==> config.mk <==
export PLATFORM = sky130hd
export DESIGN_NAME = if_fetch
export DESIGN_NICKNAME = d
export VERILOG_FILES = /design/src/rtl/if_fetch_pkg.sv /design/src/rtl/if_fetch_skid_buf.sv /design/src/rtl/if_fetch.sv
export SDC_FILE = /design/constraint.sdc
export NUM_CORES = 1
export LEC_CHECK = 0
export ABC_AREA = 1
export CAP_MARGIN = 20
export CORE_MARGIN = 3
export CORE_UTILIZATION = 35
export CTS_CLUSTER_DIAMETER = 30
export CTS_CLUSTER_SIZE = 24
export DETAILED_ROUTE_END_ITERATION = 7
export PLACE_DENSITY_LB_ADDON = 0.2
export SLEW_MARGIN = 10
export SYNTH_ARGS = -nofsm -noshare
export SYNTH_HDL_FRONTEND = slang
export SYNTH_SLANG_ARGS = --single-unit
==> constraint.sdc <==
create_clock -name clk -period 1.4 [get_ports clk]
set_input_delay 0.21 -clock clk [delete_from_list [all_inputs] [get_ports clk]]
set_output_delay 0.21 -clock clk [all_outputs]
set_load 0.05 [all_outputs]
==> src/rtl/if_fetch_pkg.sv <==
// if_fetch_pkg: shared widths, enable constants, reset PC and fetch FSM encoding.
package if_fetch_pkg;
   localparam int InstAddrBus = 32;
   localparam int InstBus = 32;
   localparam int DataBus = 32;
   localparam logic Enable = 1'b1;
   localparam logic Disable = 1'b0;
   localparam logic [InstAddrBus-1:0] RESET_PC_DEFAULT = 32'h0;
   localparam logic [1:0] F_REQ = 2'd0;
   localparam logic [1:0] F_WAIT = 2'd1;
   localparam logic [1:0] F_DROP = 2'd2;
   localparam logic [1:0] F_HOLD = 2'd3;
   typedef struct packed {
      logic [InstBus-1:0] inst;
      logic [InstAddrBus-1:0] pc;
   } fetch_t;
endpackage

==> src/rtl/if_fetch_skid_buf.sv <==
// if_skid_buf: one-entry {inst, pc, valid} buffer; clear beats load.
module if_skid_buf
   import if_fetch_pkg::*;
(
   input  logic                   clk,
   input  logic                   rst,
   input  logic                   en_i,
   input  logic                   load_i,
   input  logic                   unload_i,
   input  logic                   clear_i,
   input  logic [InstBus-1:0]     inst_i,
   input  logic [InstAddrBus-1:0] pc_i,
   output logic                   valid_o,
   output logic [InstBus-1:0]     inst_o,
   output logic [InstAddrBus-1:0] pc_o
);
   logic valid_q, valid_d;
   fetch_t ent_q, ent_d;
   always_comb begin
      valid_d = (clear_i || unload_i) ? Disable : load_i ? Enable : valid_q;
      ent_d = (load_i && !clear_i) ? fetch_t'({inst_i, pc_i}) : ent_q;
   end
   always_ff @(posedge clk) begin
      if (rst) begin
         valid_q <= Disable;
         ent_q <= '0;
      end else if (en_i) begin
         valid_q <= valid_d;
         ent_q <= ent_d;
      end
   end
   assign valid_o = valid_q;
   assign inst_o = ent_q.inst;
   assign pc_o = ent_q.pc;
endmodule

==> src/rtl/if_fetch.sv <==
// if_fetch: instruction-fetch stage with one outstanding request, skid buffer
// and redirect flush that drains a stale in-flight response.
module if_fetch
   import if_fetch_pkg::*;
#(
   parameter logic [InstAddrBus-1:0] RESET_PC = RESET_PC_DEFAULT
) (
   input  logic                   clk,
   input  logic                   rst,
   input  logic                   rdy,
   output logic                   if_re_o,
   output logic [InstAddrBus-1:0] if_addr_o,
   input  logic                   mc_busy_i,
   input  logic                   mc_done_i,
   input  logic [DataBus-1:0]     mc_data_i,
   input  logic                   mem_req_i,
   input  logic                   branch_i,
   input  logic [InstAddrBus-1:0] branch_target_i,
   input  logic                   stall_i,
   output logic                   valid_o,
   output logic [InstBus-1:0]     inst_o,
   output logic [InstAddrBus-1:0] pc_o
);
   logic [1:0] state_q, state_d;
   logic [InstAddrBus-1:0] pc_q, pc_d, opc_q, opc_d, skid_pc;
   logic [InstBus-1:0] inst_q, inst_d, skid_inst;
   logic valid_q, valid_d;
   logic skid_valid, skid_load, skid_unload, skid_clear;
   logic accept, slot_free;

   assign if_re_o = !rst && state_q == F_REQ && !skid_valid;
   assign accept = if_re_o && !mc_busy_i && !mem_req_i;
   assign slot_free = !valid_q || !stall_i;

   always_comb begin
      state_d = state_q;
      pc_d = pc_q;
      valid_d = valid_q && stall_i;
      inst_d = inst_q;
      opc_d = opc_q;
      skid_load = Disable;
      skid_unload = Disable;
      skid_clear = Disable;
      if (branch_i) begin
         pc_d = branch_target_i & ~32'h3;
         valid_d = Disable;
         skid_clear = Enable;
         // anything still owed by the controller must be drained first
         state_d = ((state_q == F_REQ && accept) ||
                    ((state_q == F_WAIT || state_q == F_DROP) && !mc_done_i)) ? F_DROP : F_REQ;
      end else begin
         case (state_q)
            F_REQ: state_d = accept ? F_WAIT : F_REQ;
            F_WAIT: if (mc_done_i) begin
               pc_d = pc_q + 32'd4;
               if (slot_free) begin
                  valid_d = Enable;
                  inst_d = mc_data_i;
                  opc_d = pc_q;
                  state_d = F_REQ;
               end else begin
                  skid_load = Enable;
                  state_d = F_HOLD;
               end
            end
            F_HOLD: if (slot_free) begin
               valid_d = Enable;
               inst_d = skid_inst;
               opc_d = skid_pc;
               skid_unload = Enable;
               state_d = F_REQ;
            end
            default: state_d = mc_done_i ? F_REQ : F_DROP;
         endcase
      end
   end

   always_ff @(posedge clk) begin
      if (rst) begin
         state_q <= F_REQ;
         pc_q <= RESET_PC;
         valid_q <= Disable;
         inst_q <= '0;
         opc_q <= '0;
      end else if (rdy) begin
         state_q <= state_d;
         pc_q <= pc_d;
         valid_q <= valid_d;
         inst_q <= inst_d;
         opc_q <= opc_d;
      end
   end

   if_skid_buf u_skid (
      .clk      (clk),
      .rst      (rst),
      .en_i     (rdy),
      .load_i   (skid_load),
      .unload_i (skid_unload),
      .clear_i  (skid_clear),
      .inst_i   (mc_data_i),
      .pc_i     (pc_q),
      .valid_o  (skid_valid),
      .inst_o   (skid_inst),
      .pc_o     (skid_pc)
   );

   assign if_addr_o = pc_q;
   assign valid_o = valid_q;
   assign inst_o = inst_q;
   assign pc_o = opc_q;
endmodule

==> impl_metrics.json <==
{
  "clockBufferDepth": 2,
  "synth_area_um2": 7530,
  "die_w_um": 153,
  "ios": 170,
  "initial_core_util_pct": 35.7,
  "gp_congestion": 0.877,
  "end_kind": "flip-flop",
  "setup_viol": 158,
  "cts_max_level": 4,
  "drive_gt1_share_pct": 44.8,
  "synth-seq-cells": 158,
  "mostFrequentLayoutCell": "nand2_1",
  "drt-total-wl_um": 28900,
  "vias": 8552,
  "final_cell_mix": "189 x nand2_1, 126 x dfxtp_1, 116 x nor2_1, 112 x buf_12, 81 x buf_4",
  "grt_overflow": 0,
  "drt-pass1-iter-count": 5,
  "grt_pass1_wl_um": 36800,
  "postCtsHoldBufs": 0,
  "period_minus_slack_ps": 1740,
  "drcViolationCount": 0,
  "rsz0062_at_grt": "yes",
  "status": "finished, violations left",
  "postRouteAntennaNets": 0,
  "fin_area_um2": 14200,
  "multi_input_area_um2": 4970,
  "setup_slack_ps": -338,
  "vdd_drop_max_uv": 718,
  "drv_slew": 0,
  "layout.cells.non_filler": 1673,
  "dpl.hpwl_um": 16400,
  "nFillCells": 1659,
  "skew_ps": 8.31,
  "maxCapViolations": 0,
  "violations": "negative setup slack",
  "nets": 1462,
  "max_freq_mhz": 575,
  "seq_area_um2": 3240,
  "die_area_um2": 23300,
  "die_h_um": 153,
  "cts_tree": "done",
  "cts-root-buf": "clkbuf_16",
  "place_inst": 1575,
  "drt_iter0_drc": 535,
  "worst_hold_slack_ps": 352,
  "io_buffers": 163,
  "finalHoldViolations": 0,
  "synthToLayoutAreaGrowth_pct": 88.8,
  "cts_num_sinks": 158,
  "rrSetupSlack_ps": -340,
  "core_um2": 21100,
  "grt_pass1_vias": 7259,
  "antenna_found_initial": 0,
  "place_ws_ps": -512,
  "ys_warn_count": 0,
  "antennaDiodeCount": 0,
  "start_kind": "flip-flop",
  "ys_seq_area_share_pct": 42.0,
  "cts_buffers": 17,
  "critPathKind": "flip-flop to flip-flop",
  "power_density_nw_per_um2": 817,
  "avgSynthCellArea_um2": 6.81,
  "power_uw": 11600,
  "grt.total_usage_pct": 19.2,
  "synthDistinctLibCells": 37,
  "hp-class": "input port to flip-flop",
  "cts.reportedPaths.clkPinSlew_ps": 70,
  "viasPerCell": 5.11,
  "fin_crit_sh_pct": 124,
  "rows": 53,
  "worstPathMaxFanout": 6,
  "netlist_instances": 1106,
  "cp_data_required_time_ps": 1720,
  "clk_latency_ps": 430,
  "p_leak_uw": 0.00548,
  "grt_max_degree": 46,
  "dpl_cell_area_um2": 11100,
  "worstPathArrival_ps": 2050,
  "avgRoutedWirePerCell_um": 17.3
}
-- per-stage QoR --
stage	setup TNS (ps)	util, %
global route	-35140	67.4
finish	-27430	67.4
detailed placement	-65340	52.7
CTS	-22850	56.4
global placement	-61960	52.7
floorplan	-281	-
-- power by group --
part | switching [uW] | total (uW) | internal (uW) | leakage [uW]
Combinational | 1190 | 2260 | 1080 | 0.00390
Sequential | 126 | 4710 | 4580 | 0.00130
Clock | 2240 | 4650 | 2410 | 0.000286
-- sequential cells by signal, indices dropped and copies added, names as in the netlist --
register        cells
u_skid.valid_o      1
u_skid.pc_o        30
if_addr_o          30
valid_o             1
u_skid.inst_o      32
inst_o             32
pc_o               30
state_q             2
-- cell type report --
type	count	area share (%)
clock buffer	17	2.99
tap	275	2.42
clock inverter	15	1.19
multi-input combinational	794	34.9
inverter	86	2.60
timing repair buffer	326	32.9
timing repair inverter	2	0.194
sequential	158	22.8
-- critical path, stage by stage, from the launching register on --
cell,delay (ps)
dfxtp_2,330
inv_2,70
ha_4,190
inv_4,50
a21oi_4,160
buf_12,150
buf_12,110
nand2_8,80
clkbuf_16,170
o21ai_0,210
nor2_1,80
-- cells in the mapped netlist, drive strengths merged --
master | number | area [um2]
conb | 1 | 3.75
o211ai | 1 | 7.51
a221oi | 2 | 17.5
o21ai | 215 | 1080
nor3 | 2 | 10.0
a22oi | 1 | 7.51
a31oi | 4 | 25.0
nand4 | 1 | 6.26
inv | 86 | 330
nand3 | 30 | 155
ha | 5 | 62.6
dfxtp | 158 | 3160
nand2 | 224 | 873
clkbuf | 33 | 130
o211a | 1 | 10.0
and2 | 1 | 6.26
a211oi | 2 | 20.0
a21oi | 98 | 502
o31ai | 2 | 15.0
nor2 | 199 | 838
buf | 40 | 270
-- cells by family after synthesis --
logic type	share of synthesized area, %
other	0.0498
adders and majority gates	0.831
AOI/OAI and AO/OA	22.3
buffers and inverters	9.70
and+or+nand+nor	25.1
DFF	42.0
-- worst paths after layout --
| check | cells after the start | to | from |
|---|---|---|---|
| worst max register to register | 10 | pc_o[7] | state_q[1] |
| worst max-delay path | 10 | pc_o[7] | state_q[1] |
| worst min register to register | 2 | if_addr_o[14] | if_addr_o[14] |
| worst min-delay path | 3 | u_skid.inst_o[9] | mc_data_i[9] |
-- repair_timing --
action,in CTS,in global routing
endpoints found under the setup margin,157,158
endpoints found under the hold margin,0,0
resized for setup,29,508
cloned,4,35
setup buffers,4,24
pin swaps,4,153
-- layer usage --
| metal | share of wire, % | GRT usage [%] | routed length, um | vias to the layer above |
|---|---|---|---|---|
| li1 | - | - | - | 4171 |
| met1 | 44 | 26.6 | 12700 | 4071 |
| met2 | 50 | 30.6 | 14300 | 269 |
| met3 | 4.4 | 3.35 | 1280 | 41 |
| met4 | 1.8 | 5.77 | 527 | 0 |
| met5 | 0 | 0 | 0 | - |
Power figures use the tool's default switching activity.
